--- src/rtl/task_mon_pkg.sv ---
// Shared types for the task config monitor: channel FSM states and the packet-builder config layout.
package task_mon_pkg;

  localparam int unsigned PB_CFG_W = 96;

  typedef enum logic [0:0] {
    MON_IDLE,
    MON_ACTIVE
  } mon_state_e;

  // The first field is the MSB of the packed word.
  typedef struct packed {
    logic [31:0] addr_in;
    logic [3:0]  byte_cnt;
    logic [3:0]  pkt_type;
    logic        ecc_en;
    logic        crc_en;
    logic [1:0]  ins_ecc_err;
    logic        ins_crc_err;
    logic [3:0]  ecc_val;
    logic [7:0]  crc_val;
    logic [2:0]  sop_val;
    logic [3:0]  data_sel;
    logic [31:0] addr_out;
  } pb_cfg_t;

endpackage

--- src/rtl/task_ch_mon.sv ---
// One monitored task channel: start/irq lifecycle FSM, config snapshot, sticky flags and counter.
// The active-cycle timeout timer is built only when TASK_MON_TIMEOUT_EN is defined.
module task_ch_mon
  import task_mon_pkg::*;
#(
  parameter int unsigned CFG_W       = PB_CFG_W,
  parameter int unsigned CNT_W       = 16,
  parameter int unsigned TIMEOUT_CYC = 1024
) (
  input  logic             clk,
  input  logic             reset,
  input  logic [CFG_W-1:0] exp_cfg_i,
  input  logic [CFG_W-1:0] ch_cfg_i,
  input  logic             start_i,
  input  logic             irq_i,
  input  logic             err_clr_i,
  output logic             err_cfg_o,
  output logic             err_proto_o,
  output logic             err_timeout_o,
  output logic [CNT_W-1:0] done_cnt_o,
  output logic             active_o
);

  mon_state_e       state_q, state_d;
  logic [CFG_W-1:0] snap_q, snap_d;
  logic [CNT_W-1:0] cnt_q, cnt_d;
  logic             err_cfg_q, err_cfg_d;
  logic             err_proto_q, err_proto_d;
  logic             exp_miss, snap_miss;
  logic [CNT_W-1:0] cnt_inc;

  assign exp_miss  = (ch_cfg_i != exp_cfg_i);
  assign snap_miss = (ch_cfg_i != snap_q);
  assign cnt_inc   = (cnt_q == {CNT_W{1'b1}}) ? cnt_q : cnt_q + CNT_W'(1);

  always_ff @(posedge clk or posedge reset) begin
    if (reset) begin
      state_q     <= MON_IDLE;
      snap_q      <= '0;
      cnt_q       <= '0;
      err_cfg_q   <= 1'b0;
      err_proto_q <= 1'b0;
    end else begin
      state_q     <= state_d;
      snap_q      <= snap_d;
      cnt_q       <= cnt_d;
      err_cfg_q   <= err_cfg_d;
      err_proto_q <= err_proto_d;
    end
  end

  always_comb begin
    state_d     = state_q;
    snap_d      = snap_q;
    cnt_d       = cnt_q;
    // Clear first so that a new error in the same cycle wins over err_clr_i.
    err_cfg_d   = err_cfg_q & ~err_clr_i;
    err_proto_d = err_proto_q & ~err_clr_i;

    case (state_q)
      MON_IDLE: begin
        if (irq_i) begin
          err_proto_d = 1'b1;
        end
      end
      MON_ACTIVE: begin
        if (!start_i && snap_miss) begin
          err_cfg_d = 1'b1;
        end
        if (irq_i) begin
          cnt_d = cnt_inc;
        end
        if (start_i && !irq_i) begin
          err_proto_d = 1'b1;
        end
        if (irq_i && !start_i) begin
          state_d = MON_IDLE;
        end
      end
      default: state_d = MON_IDLE;
    endcase

    // Every start, whatever the state, launches a fresh task.
    if (start_i) begin
      if (exp_miss) begin
        err_cfg_d = 1'b1;
      end
      snap_d  = ch_cfg_i;
      state_d = MON_ACTIVE;
    end
  end

`ifdef TASK_MON_TIMEOUT_EN
  localparam int unsigned TimerW = (TIMEOUT_CYC > 2) ? $clog2(TIMEOUT_CYC) : 1;
  localparam logic [TimerW-1:0] TimerMax = TimerW'(TIMEOUT_CYC - 1);

  logic [TimerW-1:0] timer_q, timer_d;
  logic              err_timeout_q, err_timeout_d;

  always_ff @(posedge clk or posedge reset) begin
    if (reset) begin
      timer_q       <= '0;
      err_timeout_q <= 1'b0;
    end else begin
      timer_q       <= timer_d;
      err_timeout_q <= err_timeout_d;
    end
  end

  always_comb begin
    timer_d       = timer_q;
    err_timeout_d = err_timeout_q & ~err_clr_i;
    if (start_i) begin
      timer_d = '0;
    end else if (state_q == MON_ACTIVE && !irq_i) begin
      // Hold at the limit; the task stays active so a late irq is still counted.
      if (timer_q == TimerMax) begin
        err_timeout_d = 1'b1;
      end else begin
        timer_d = timer_q + TimerW'(1);
      end
    end
  end

  assign err_timeout_o = err_timeout_q;
`else
  assign err_timeout_o = 1'b0;
`endif

  assign err_cfg_o   = err_cfg_q;
  assign err_proto_o = err_proto_q;
  assign done_cnt_o  = cnt_q;
  assign active_o    = (state_q == MON_ACTIVE);

endmodule

--- src/rtl/task_cfg_monitor.sv ---
// Runtime config/protocol monitor for NUM_CH task engines; one task_ch_mon per channel.
// Optional timeout detection is enabled by defining TASK_MON_TIMEOUT_EN.
module task_cfg_monitor
  import task_mon_pkg::*;
#(
  parameter int unsigned NUM_CH      = 3,
  parameter int unsigned CFG_W       = PB_CFG_W,
  parameter int unsigned CNT_W       = 16,
  parameter int unsigned TIMEOUT_CYC = 1024
) (
  input  logic                    clk,
  input  logic                    reset,
  input  logic [NUM_CH*CFG_W-1:0] exp_cfg_i,
  input  logic [NUM_CH*CFG_W-1:0] ch_cfg_i,
  input  logic [NUM_CH-1:0]       ch_start_i,
  input  logic [NUM_CH-1:0]       ch_irq_i,
  input  logic                    err_clr_i,
  output logic [NUM_CH-1:0]       err_cfg_o,
  output logic [NUM_CH-1:0]       err_proto_o,
  output logic [NUM_CH-1:0]       err_timeout_o,
  output logic [NUM_CH*CNT_W-1:0] done_cnt_o,
  output logic [NUM_CH-1:0]       active_o,
  output logic                    any_err_o
);

  for (genvar k = 0; k < NUM_CH; k++) begin : g_ch
    task_ch_mon #(
      .CFG_W       (CFG_W),
      .CNT_W       (CNT_W),
      .TIMEOUT_CYC (TIMEOUT_CYC)
    ) u_ch_mon (
      .clk           (clk),
      .reset         (reset),
      .exp_cfg_i     (exp_cfg_i[k*CFG_W +: CFG_W]),
      .ch_cfg_i      (ch_cfg_i[k*CFG_W +: CFG_W]),
      .start_i       (ch_start_i[k]),
      .irq_i         (ch_irq_i[k]),
      .err_clr_i     (err_clr_i),
      .err_cfg_o     (err_cfg_o[k]),
      .err_proto_o   (err_proto_o[k]),
      .err_timeout_o (err_timeout_o[k]),
      .done_cnt_o    (done_cnt_o[k*CNT_W +: CNT_W]),
      .active_o      (active_o[k])
    );
  end

  // err_timeout_o is constant zero when timers are not built.
  assign any_err_o = (|err_cfg_o) | (|err_proto_o) | (|err_timeout_o);

endmodule

--- config.mk ---
export PLATFORM = sky130hd
export DESIGN_NAME = task_cfg_monitor
export DESIGN_NICKNAME = d
export VERILOG_FILES = /design/src/rtl/task_mon_pkg.sv /design/src/rtl/task_ch_mon.sv /design/src/rtl/task_cfg_monitor.sv
export SDC_FILE = /design/constraint.sdc
export NUM_CORES = 1
export LEC_CHECK = 0
export BUFFER_PORTS_ARGS = -buffer_cell sky130_fd_sc_hd__buf_2
export CAP_MARGIN = 25
export CORE_AREA = 2 2 249 251
export DETAILED_ROUTE_END_ITERATION = 7
export DIE_AREA = 0 0 251 253
export GPL_TIMING_DRIVEN = 0
export HOLD_SLACK_MARGIN = 0.06
export PLACE_DENSITY = 0.61
export RECOVER_POWER = 100
export SLEW_MARGIN = 20
export SYNTH_ARGS = -nofsm -noshare
export SYNTH_HDL_FRONTEND = slang
export SYNTH_SLANG_ARGS = --single-unit
--- constraint.sdc ---
create_clock -name clk -period 13.95 [get_ports clk]
set_input_delay 2.79 -clock clk [delete_from_list [all_inputs] [get_ports clk]]
set_output_delay 2.79 -clock clk [all_outputs]
set_load 0.02 [all_outputs]
==> results of run 1 <==
metrics by stage:
| step | setup TNS (ns) | std cells |
|---|---|---|
| CTS | 0 | 3134 |
| global placement | -792.93 | 3058 |
| floorplan | 0 | 1626 |
| finish | 0 | 3142 |
| global route | 0 | 3140 |
| detailed placement | 0 | 3061 |
registers in the layout (all words and copies together), names as in the netlist:
signal / flops
g_ch.u_ch_mon.err_cfg_o: 3
g_ch.u_ch_mon.done_cnt_o: 48
g_ch.u_ch_mon.snap_q: 288
g_ch.u_ch_mon.active_o: 3
g_ch.u_ch_mon.err_proto_o: 3
worst min path at each step:
stage                                          startpoint                               to  slack, ns  cells past startpoint
final                     g_ch[0].u_ch_mon.done_cnt_o[15]  g_ch[0].u_ch_mon.done_cnt_o[15]       0.50                      1
after detailed placement  g_ch[1].u_ch_mon.done_cnt_o[15]  g_ch[1].u_ch_mon.done_cnt_o[15]       0.49                      1
after CTS                 g_ch[1].u_ch_mon.done_cnt_o[15]  g_ch[1].u_ch_mon.done_cnt_o[15]       0.50                      1
after floorplan                g_ch[1].u_ch_mon.snap_q[0]       g_ch[1].u_ch_mon.snap_q[0]       0.50                      1
after global routing      g_ch[0].u_ch_mon.done_cnt_o[15]  g_ch[0].u_ch_mon.done_cnt_o[15]       0.53                      1
after global placement    g_ch[1].u_ch_mon.done_cnt_o[11]  g_ch[1].u_ch_mon.done_cnt_o[11]       0.47                      1
power by group through the flow:
stage / clock, mW / combinational (mW) / sequential, mW
after floorplan: 0 / 0.332 / 1.23
after global placement: 0 / 0.628 / 1.22
after detailed placement: 0 / 0.644 / 1.22
after CTS: 1.16 / 0.647 / 1.21
after global routing: 1.20 / 0.682 / 1.22
final: 1.12 / 0.627 / 1.21
worst reg2reg max path, delay by kind of cell (launching register included):
family,cells,cell delay [ns]
simple gates,4,1.27
xor+xnor,1,0.16
compound gates,1,0.88
flops,1,0.43
final cells by class:
type                    count  area (sq um)  area share, %
well taps                 790           988           3.93
multi-input cells        1224         10600           42.1
repair buffers            645          3220           12.8
plain buffers              46           218          0.867
inverters                  11          42.5          0.169
diodes                      8          20.0         0.0797
flip-flops and latches    345          8630           34.4
clock inverters            11           163          0.647
clock buffers              62          1260           5.01
layer usage:
layer	wire length (um)	global-route usage, %	vias to the layer above
met3	5230	4.81	142
li1	-	-	7065
met1	28500	26.4	7475
met5	48	0	-
met4	3700	11.3	8
met2	34600	38.2	647
cell families (layout without fill, tap and decap cells):
family,after synthesis,after routing,synth area share (%)
and+or+nand+nor,292,292,9.10
adders and majority gates,3,3,0.192
xor gates and xnor gates,617,617,27.6
AOI/OAI and AO/OA,21,21,1.05
buffers and inverters,57,775,1.40
muxes,288,288,16.6
other,1,11,0.0191
DFF,345,345,44.1
cells in the final DEF, fill, tap and decap left out, drive strengths merged, types with 10 or more instances in the layout:
cell type,n
nand4,93
nand3,17
xnor2,275
clkbuf,162
mux2,288
nor4,101
nand2,30
nor3,15
nor2,10
inv,12
and3,11
dfrtp,345
xor2,342
buf,591
==> results.md, run 1 <==
- Run status: complete, but fails checks
- Violated checks: max-capacitance violations, max-slew violations
- Clk sink count: 345
- 1st-iter DRT viols: 840
- Peak VDD IR: 79.9 uV
- Fmax: 0.189 GHz
- CTS Hold Bufs: 0
- Routed vias: 15300
- Critical Path Start Type: input pin
- Crit-path slowest cell: clkinvlp_2
- Final Cell Area: 25100 sq um
- Most frequent cell after synthesis: dfrtp_1
- Final period util: 37.9%
- Nets: 2902
- Reg clk slew, reported paths: 0.06 ns
- Sw frac: 29.0%
- DR pass1 iterations: 5
- Final Max Slew Viols: 76
- Min-delay worst type: flop to flop
- Combinational Power Share: 21.2%
- Critical Path RT: 14.60 ns
- Initial antenna violation count: 12
- GPL Wtd Cong: 0.926
- Total chip power: 2.95 mW
- Num CTS Buffers: 41
- Count of cell types in the netlist: 40
- Synth Area per Inst: 12.1 sq um
- Hold slack: 0.505 ns
- DP HPWL: 60600 um
- Die width: 251 um
- Crit path depth: 4
- Htree depth: 2
- First-pass GRT wire length: 103000 um
- WS Path Type: input pin to async pin
- Synth warnings: 0
- Wirelength per Cell: 22.9 um
- Post-synthesis sequential area ratio: 44.1%
- Clk buf depth: 3
- Commonest cells post-synth: dfrtp_1, xor2_1, mux2_2, xnor2_1, nor4_1
- Post-route ant nets: 0
- R2R depth: 6
- Fin worst setup slack: 8.66 ns
- GRT Total Usage: 22.3%
- Num ports: 646
- Post-synth top area share: 44.1%
- RSZ-0062 raised after global routing: false
- Setup bufs post-CTS: 0
- Arrival time at the worst endpoint: 5.93 ns
- Internal: 2.10 mW
- Final min period: 5.29 ns
- Critical path fanouts, max: 94
- Worst-case clock skew: 0.00981 ns
- Worst Setup SP: reset
- Critical Path End: g_ch[1].u_ch_mon.snap_q[81]
- Area delta synth->final: 28.3%
- Fillers: 6014
- Post-synth top flop: dfrtp_1
- Worst-Margin Slew: 3.70 ns
- FF-to-FF End: g_ch[0].u_ch_mon.done_cnt_o[15]
- R2R Setup Slk: 11.13 ns
- Sequential power share: 40.8%
- Die Y: 253 um
- Pre-CTS setup slack: 8.99 ns
- Placeable Area: 61000 sq um
- DIE AREA: 63500 sq um
- Layout cell share with drive strength beyond 1: 40.7%
- Worst r2r src: g_ch[0].u_ch_mon.done_cnt_o[3]
- Synth Register Bits: 345
- Crit path capture type: async pin
- Leak: 10.9 nW
- Crit path max-delay family: buffers and inverters
- Clk pwr share: 38.0%
- Fin util: 41.2%
- Area leader, netlist: dfrtp_1
- Number of global-route vias before repair: 16300
- Worst path bufs/invs: 4
- Worst skew pair latency: 0.55 ns
- Root Buffer: clkbuf_16
- Max-slew headroom: -148%
- Worst-path cell chain: buf_2 > clkinvlp_2 > buf_16 > buf_16
- Final number of hold-violating endpoints: 0
- CTS tree: yes
- Cell Area, Synth: 19600 sq um
- Initial core utilization: 32.1%
- Placed inst area: 23900 sq um
- Post-synth EDFFs: 0
- GR Overflow Total: 0
- Port-buffer cells: 642
- FP Rows: 91
- CP most frequent cell: buf_16
- Syn Inst Count: 1624
- CTS resizes: 0
- FFs w/ async S/R, synth: 100%
- Largest stage delay, worst path: 2.07 ns
- Drt via density: 4.88
- Power per Cell Area: 118 nW/um^2
- Synth area leaders: dfrtp_1, mux2_2, xor2_1
- Largest net degree at the start of global routing: 102
- DRC Markers: 0
- Final setup viols: 0
- Number of max-cap violations: 1
- Routed WL: 72100 um
- Net Sw Power: 0.858 mW
Power figures use the tool's default switching activity.
==> run 2: changes to the inputs <==
--- a/config.mk
+++ b/config.mk
@@ -7,9 +7,9 @@
 export LEC_CHECK = 0
 export BUFFER_PORTS_ARGS = -buffer_cell sky130_fd_sc_hd__buf_2
 export CAP_MARGIN = 25
-export CORE_AREA = 2 2 249 251
+export CORE_AREA = 2 2 255 257
 export DETAILED_ROUTE_END_ITERATION = 7
-export DIE_AREA = 0 0 251 253
+export DIE_AREA = 0 0 257 259
 export GPL_TIMING_DRIVEN = 0
 export HOLD_SLACK_MARGIN = 0.06
 export PLACE_DENSITY = 0.61
==> constraint.sdc (replaced) <==
create_clock -name clk -period 4.39 [get_ports clk]
set_input_delay 0.878 -clock clk [delete_from_list [all_inputs] [get_ports clk]]
set_output_delay 0.878 -clock clk [all_outputs]
set_load 0.02 [all_outputs]
==> results.md, run 2 (same netlist as run 1, synthesis figures left out) <==
- DR pass1 iterations: 5
- Die width: 257 um
- Final number of hold-violating endpoints: 0
- FP Rows: 93
- Fin util: 39.4%
- HP Start: g_ch[0].u_ch_mon.done_cnt_o[10]
- Final setup viols: 0
- RSZ-0062 raised after global routing: false
- Worst-path cell chain: clkbuf_1 > clkinvlp_2 > buf_12 > clkbuf_1 > buf_12 > buf_12
- Max-slew headroom: -19.0%
- Worst skew pair latency: 0.54 ns
- Sequential power share: 41.9%
- Worst-Margin Slew: 1.78 ns
- Hold Crit Endpoint: g_ch[0].u_ch_mon.done_cnt_o[10]
- CTS tree: yes
- Nets: 2911
- Worst Hold Depth: 1
- Top reg by flops: g_ch.u_ch_mon.snap_q
- Peak VDD IR: 265 uV
- Worst path bufs/invs: 6
- GRT Max-Usage Layer: met2
- Routed vias: 15400
- Placeable Area: 63900 sq um
- Number of global-route vias before repair: 16200
- GRT Total Usage: 21.8%
- Area of the multi-input gates: 10600 sq um
- CTS Hold Bufs: 0
- Clk sink count: 345
- Pre-CTS setup slack: 1.28 ns
- Crit-path slowest cell: clkbuf_1
- WS Path Type: input pin to async pin
- R2R depth: 5
- Combinational Power Share: 22.0%
- Final Max Slew Viols: 31
- Internal: 6.42 mW
- First-pass GRT wire length: 106000 um
- Number of max-cap violations: 1
- GPL Wtd Cong: 0.976
- DRC Markers: 0
- Largest net degree at the start of global routing: 34
- Worst r2r src: g_ch[2].u_ch_mon.done_cnt_o[8]
- Crit path capture type: async pin
- Final period util: 69.6%
- Num CTS Buffers: 41
- Num ports: 646
- Reg clk slew, reported paths: 0.06 ns
- Critical Path Start Type: input pin
- Most frequent cells in the layout: buf_2, dfrtp_1, xor2_1, mux2_2, xnor2_1
- Wirelength per Cell: 23.2 um
- Violated checks: max-capacitance violations, max-slew violations
- Initial antenna violation count: 12
- Leak: 10.9 nW
- Final Cell Area: 25200 sq um
- Critical Path RT: 5.12 ns
- Max FFs per register: 288
- Port-buffer cells: 642
- Drt via density: 4.80
- GR Layer Usage met1: 26.2%
- Fillers: 6349
- R2R Setup Slk: 1.72 ns
- Fmax: 0.327 GHz
- Sw frac: 29.9%
- Crit path max-delay family: buffers and inverters
- Arrival time at the worst endpoint: 3.79 ns
- Layout cell share with drive strength beyond 1: 40.5%
- Min-delay worst type: flop to flop
- Htree depth: 2
- FF-to-FF End: g_ch[2].u_ch_mon.done_cnt_o[14]
- Register area: 8630 sq um
- Routed WL: 74500 um
- Clk buf depth: 3
- Run status: complete, but fails checks
- DP HPWL: 63300 um
- DIE AREA: 66600 sq um
- Initial core utilization: 30.7%
- Placed insts: 3135
- Clk pwr share: 36.2%
- CP most frequent cell: buf_12
- Final min period: 3.06 ns
- CTS resizes: 0
- Critical path fanouts, max: 33
- Area delta synth->final: 28.5%
- GR Layer Usage met3: 4.44%
- Die Y: 259 um
- Fin worst setup slack: 1.33 ns
- Placed inst area: 24100 sq um
- Power per Cell Area: 364 nW/um^2
- Most common cell after layout, fill and taps aside: buf_2
- Largest stage delay, worst path: 1.31 ns
- Post-route ant nets: 0
- Net Sw Power: 2.73 mW
- Met2 Track Usage GR: 39.3%
- Setup bufs post-CTS: 0
- Non-filler instance count after layout: 3210
- Root Buffer: clkbuf_16
- GR Overflow Total: 0
- Worst-case clock skew: 0.00784 ns
- 1st-iter DRT viols: 694
## run 2: changes by cell type in the layout (fill, tap and decap cells not counted), sizes merged
cell    change
buf        +10
diode       -4
inv         -2
clkinv      +2
clkbuf      -1
bufinv      -2
## run 2: per-layer routing
layer	part of all wire, %	up-vias
met5	0.13	-
met4	2.8	16
met3	6.2	111
met2	50	564
met1	40	7632
li1	-	7091
## run 2: power by group through the flow
stage / Combinational, mW / Sequential (mW) / Clock [mW]
floorplan: 1.06 / 3.92 / 0
global placement: 2.01 / 3.86 / 0
detailed placement: 2.07 / 3.89 / 0
CTS: 2.08 / 3.83 / 3.41
global route: 2.17 / 3.88 / 3.54
finish: 2.01 / 3.83 / 3.31
## run 2: worst max-delay path by stage
| stage | start | end | slack [ns] | cells past startpoint |
|---|---|---|---|---|
| floorplan | reset | g_ch[0].u_ch_mon.active_o | -1.10 | 1 |
| global placement | reset | g_ch[2].u_ch_mon.snap_q[14] | -3.34 | 2 |
| detailed placement | ch_cfg_i[286] | g_ch[2].u_ch_mon.err_cfg_o | 1.28 | 6 |
| CTS | g_ch[1].u_ch_mon.err_cfg_o | any_err_o | 1.78 | 3 |
| global route | reset | g_ch[2].u_ch_mon.snap_q[32] | 0.88 | 6 |
| finish | reset | g_ch[2].u_ch_mon.snap_q[35] | 1.33 | 6 |
## run 2: layout make-up
type	instances	share of cell area, %
inverter	11	0.169
clock inverter	9	0.393
tap	855	4.25
timing repair buffer	654	13.3
buffer	46	0.836
sequential	345	34.3
multi-input combinational	1224	42.0
antenna	4	0.0398
clock buffer	62	4.67
## run 2: stage by stage
step / power, mW / hold WS [ns] / TNS [ns]
3_3_place_gp: 5.87 / 0.472 / -1125.01
3_5_place_dp: 5.96 / 0.481 / 0
4_1_cts: 9.32 / 0.354 / 0
6_report: 9.15 / 0.489 / 0
2_1_floorplan: 4.97 / 0.501 / -381.04
5_1_grt: 9.59 / 0.521 / 0
==> run 3: changes to the inputs <==
--- a/config.mk
+++ b/config.mk
@@ -5,14 +5,15 @@
 export SDC_FILE = /design/constraint.sdc
 export NUM_CORES = 1
 export LEC_CHECK = 0
+export ABC_AREA = 1
 export BUFFER_PORTS_ARGS = -buffer_cell sky130_fd_sc_hd__buf_2
 export CAP_MARGIN = 25
-export CORE_AREA = 2 2 255 257
+export CORE_AREA = 2 2 249 251
 export DETAILED_ROUTE_END_ITERATION = 7
-export DIE_AREA = 0 0 257 259
+export DIE_AREA = 0 0 251 253
 export GPL_TIMING_DRIVEN = 0
 export HOLD_SLACK_MARGIN = 0.06
-export PLACE_DENSITY = 0.61
+export PLACE_DENSITY = 0.69
 export RECOVER_POWER = 100
 export SLEW_MARGIN = 20
 export SYNTH_ARGS = -nofsm -noshare
==> constraint.sdc (replaced) <==
create_clock -name clk -period 2.6 [get_ports clk]
set_input_delay 0.52 -clock clk [delete_from_list [all_inputs] [get_ports clk]]
set_output_delay 0.52 -clock clk [all_outputs]
set_load 0.02 [all_outputs]
==> results.md, run 3 <==
- Sequential power share: 40.8%
- Hold slack: 0.217 ns
- Post-synth top area share: 37.7%
- Count of cell types in the netlist: 28
- First-pass GRT wire length: 114000 um
- Placed inst area: 27400 sq um
- Critical Path End: g_ch[0].u_ch_mon.snap_q[22]
- Num ports: 646
- Synth Register Bits: 345
- DIE AREA: 63500 sq um
- Crit path depth: 6
- 1st-iter DRT viols: 1336
- Worst Setup SP: reset
- RSZ-0062 raised after global routing: false
- Internal: 10.7 mW
- HP Start: ch_irq_i[0]
- Final setup viols: 0
- Post-route ant nets: 0
- Max-slew headroom: 44.5%
- CP most frequent cell: buf_12
- Final min period: 2.21 ns
- Final Cell Area: 28600 sq um
- Post-synth top flop: dfrtp_1
- FFs w/ async S/R, synth: 100%
- Die width: 251 um
- DP HPWL: 60000 um
- Worst-path cell chain: dlygate4sd3_1 > clkbuf_1 > clkinvlp_4 > buf_12 > buf_12 > clkbuf_2
- Initial core utilization: 37.5%
- Synth area leaders: dfrtp_1, nand2_1, xor2_1
- Drt via density: 4.53
- Routed vias: 23200
- Leak: 16.8 nW
- Num CTS Buffers: 42
- Clk buf depth: 3
- Top reg by flops: g_ch.u_ch_mon.snap_q
- Final period util: 84.9%
- Arrival time at the worst endpoint: 2.79 ns
- Most frequent cells in the layout: nand2_1, buf_2, inv_1, nor2_1, dfrtp_1
- Worst r2r src: g_ch[2].u_ch_mon.done_cnt_o[0]
- WS Path Type: input pin to async pin
- Die Y: 253 um
- Worst-Margin Slew: 0.833 ns
- Crit-path slowest cell: clkbuf_2
- Layout cell share with drive strength beyond 1: 16.1%
- Combinational Power Share: 22.0%
- R2R Setup Slk: 0.46 ns
- Cell Area, Synth: 22900 sq um
- Setup bufs post-CTS: 0
- Htree depth: 2
- Fmax: 0.453 GHz
- Fillers: 6278
- Area delta synth->final: 24.8%
- Crit path capture type: async pin
- FP Rows: 91
- Routed WL: 74200 um
- Critical path fanouts, max: 32
- Number of max-cap violations: 0
- Net Sw Power: 4.87 mW
- Worst path bufs/invs: 6
- Violated checks: design-rule violations
- R2R depth: 11
- Most frequent cell after synthesis: nand2_1
- Placed insts: 5015
- GR Overflow Total: 0
- Root Buffer: clkbuf_16
- CTS tree: yes
- Worst skew pair latency: 0.55 ns
- Run status: complete, but fails checks
- DRC Markers: 5
- Clk sink count: 345
- Wirelength per Cell: 14.5 um
- Crit path max-delay family: buffers and inverters
- GRT Total Usage: 22.9%
- Min-delay worst type: input pin to flop
- Synth Area per Inst: 6.41 sq um
- Port-buffer cells: 642
- Nets: 4858
- Final number of hold-violating endpoints: 0
- GPL Wtd Cong: 0.921
- DR pass1 iterations: 8
- Peak VDD IR: 388 uV
- Worst-case clock skew: 0.0177 ns
- Initial antenna violation count: 34
- Critical Path RT: 3.18 ns
- Largest net degree at the start of global routing: 33
- Largest stage delay, worst path: 0.68 ns
- FF-to-FF End: g_ch[2].u_ch_mon.done_cnt_o[13]
- Non-filler instance count after layout: 5116
- Number of global-route vias before repair: 22100
- Commonest cells post-synth: nand2_1, inv_1, nor2_1, dfrtp_1, xor2_1
- Reg clk slew, reported paths: 0.06 ns
- Most common cell after layout, fill and taps aside: nand2_1
- Post-synthesis sequential area ratio: 37.7%
- Critical Path Start Type: input pin
- Synth warnings: 0
- Syn Inst Count: 3569
- Max FFs per register: 288
- Area leader, netlist: dfrtp_1
- Post-synth EDFFs: 0
- Clk pwr share: 37.2%
- Sw frac: 31.3%
- Placeable Area: 61000 sq um
- Final Max Slew Viols: 0
- Power per Cell Area: 544 nW/um^2
==> run 3: power groups by stage <==
stage	registers, mW	clock network (mW)	logic (mW)
final	6.34	5.77	3.42
after global routing	6.42	6.15	3.91
after CTS	6.33	5.93	3.51
after detailed placement	6.42	0	3.49
after global placement	6.41	0	3.38
after floorplan	6.50	0	1.94
==> run 3: worst min-delay path by stage <==
stage	end	slack, ns	depth (start not counted)
after floorplan	g_ch[0].u_ch_mon.snap_q[19]	0.46	2
after detailed placement	g_ch[1].u_ch_mon.snap_q[58]	0.48	2
after global routing	g_ch[1].u_ch_mon.snap_q[22]	0.20	3
after global placement	g_ch[1].u_ch_mon.snap_q[85]	0.47	2
final	g_ch[0].u_ch_mon.active_o	0.22	2
after CTS	g_ch[0].u_ch_mon.snap_q[62]	0.18	3
==> run 3: per-layer routing <==
| layer | up-vias | share of wire, % | wire (um) | GRT usage (%) |
|---|---|---|---|---|
| met5 | - | 0.15 | 113 | 0 |
| met1 | 10400 | 41 | 30800 | 27.6 |
| li1 | 11900 | - | - | - |
| met4 | 18 | 3.5 | 2590 | 8.66 |
| met3 | 154 | 6.4 | 4770 | 4.92 |
| met2 | 644 | 48 | 36000 | 40.1 |
==> run 3: final cells by class <==
type	instances	area, sq um	area share [%]
Clock buffer	67	1270	4.43
Timing Repair Buffer	655	3360	11.8
Tap cell	790	988	3.46
Inverter	537	2020	7.07
Sequential cell	345	8630	30.2
Multi-Input combinational cell	2612	11800	41.4
Buffer	77	339	1.19
Clock inverter	8	76.3	0.267
Antenna cell	25	62.6	0.219
==> run 3: timing repair <==
action	4_1_cts	5_1_grt
hold buffers	1	0
endpoints found under the hold margin	18	0
resized for setup	0	0
==> run 3: kinds of logic after synthesis <==
logic type	synth area share, %
and+or+nand+nor	35.3
xor gates and xnor gates	11.9
buffers and inverters	10.3
adders and majority gates	0.164
DFF	37.7
AOI/OAI and AO/OA	4.61
other	0.0164
==> run 3: per-stage QoR <==
stage	setup TNS (ns)	util, %	power [mW]	worst slack [ns]
final	0	46.8	15.5	0.392
after detailed placement	0	44.8	9.91	0.274
after CTS	0	47.0	15.8	0.341
after floorplan	-875.08	-	8.44	-2.54
after global placement	-1695.14	44.4	9.79	-4.97
after global routing	0	46.8	16.5	0.136
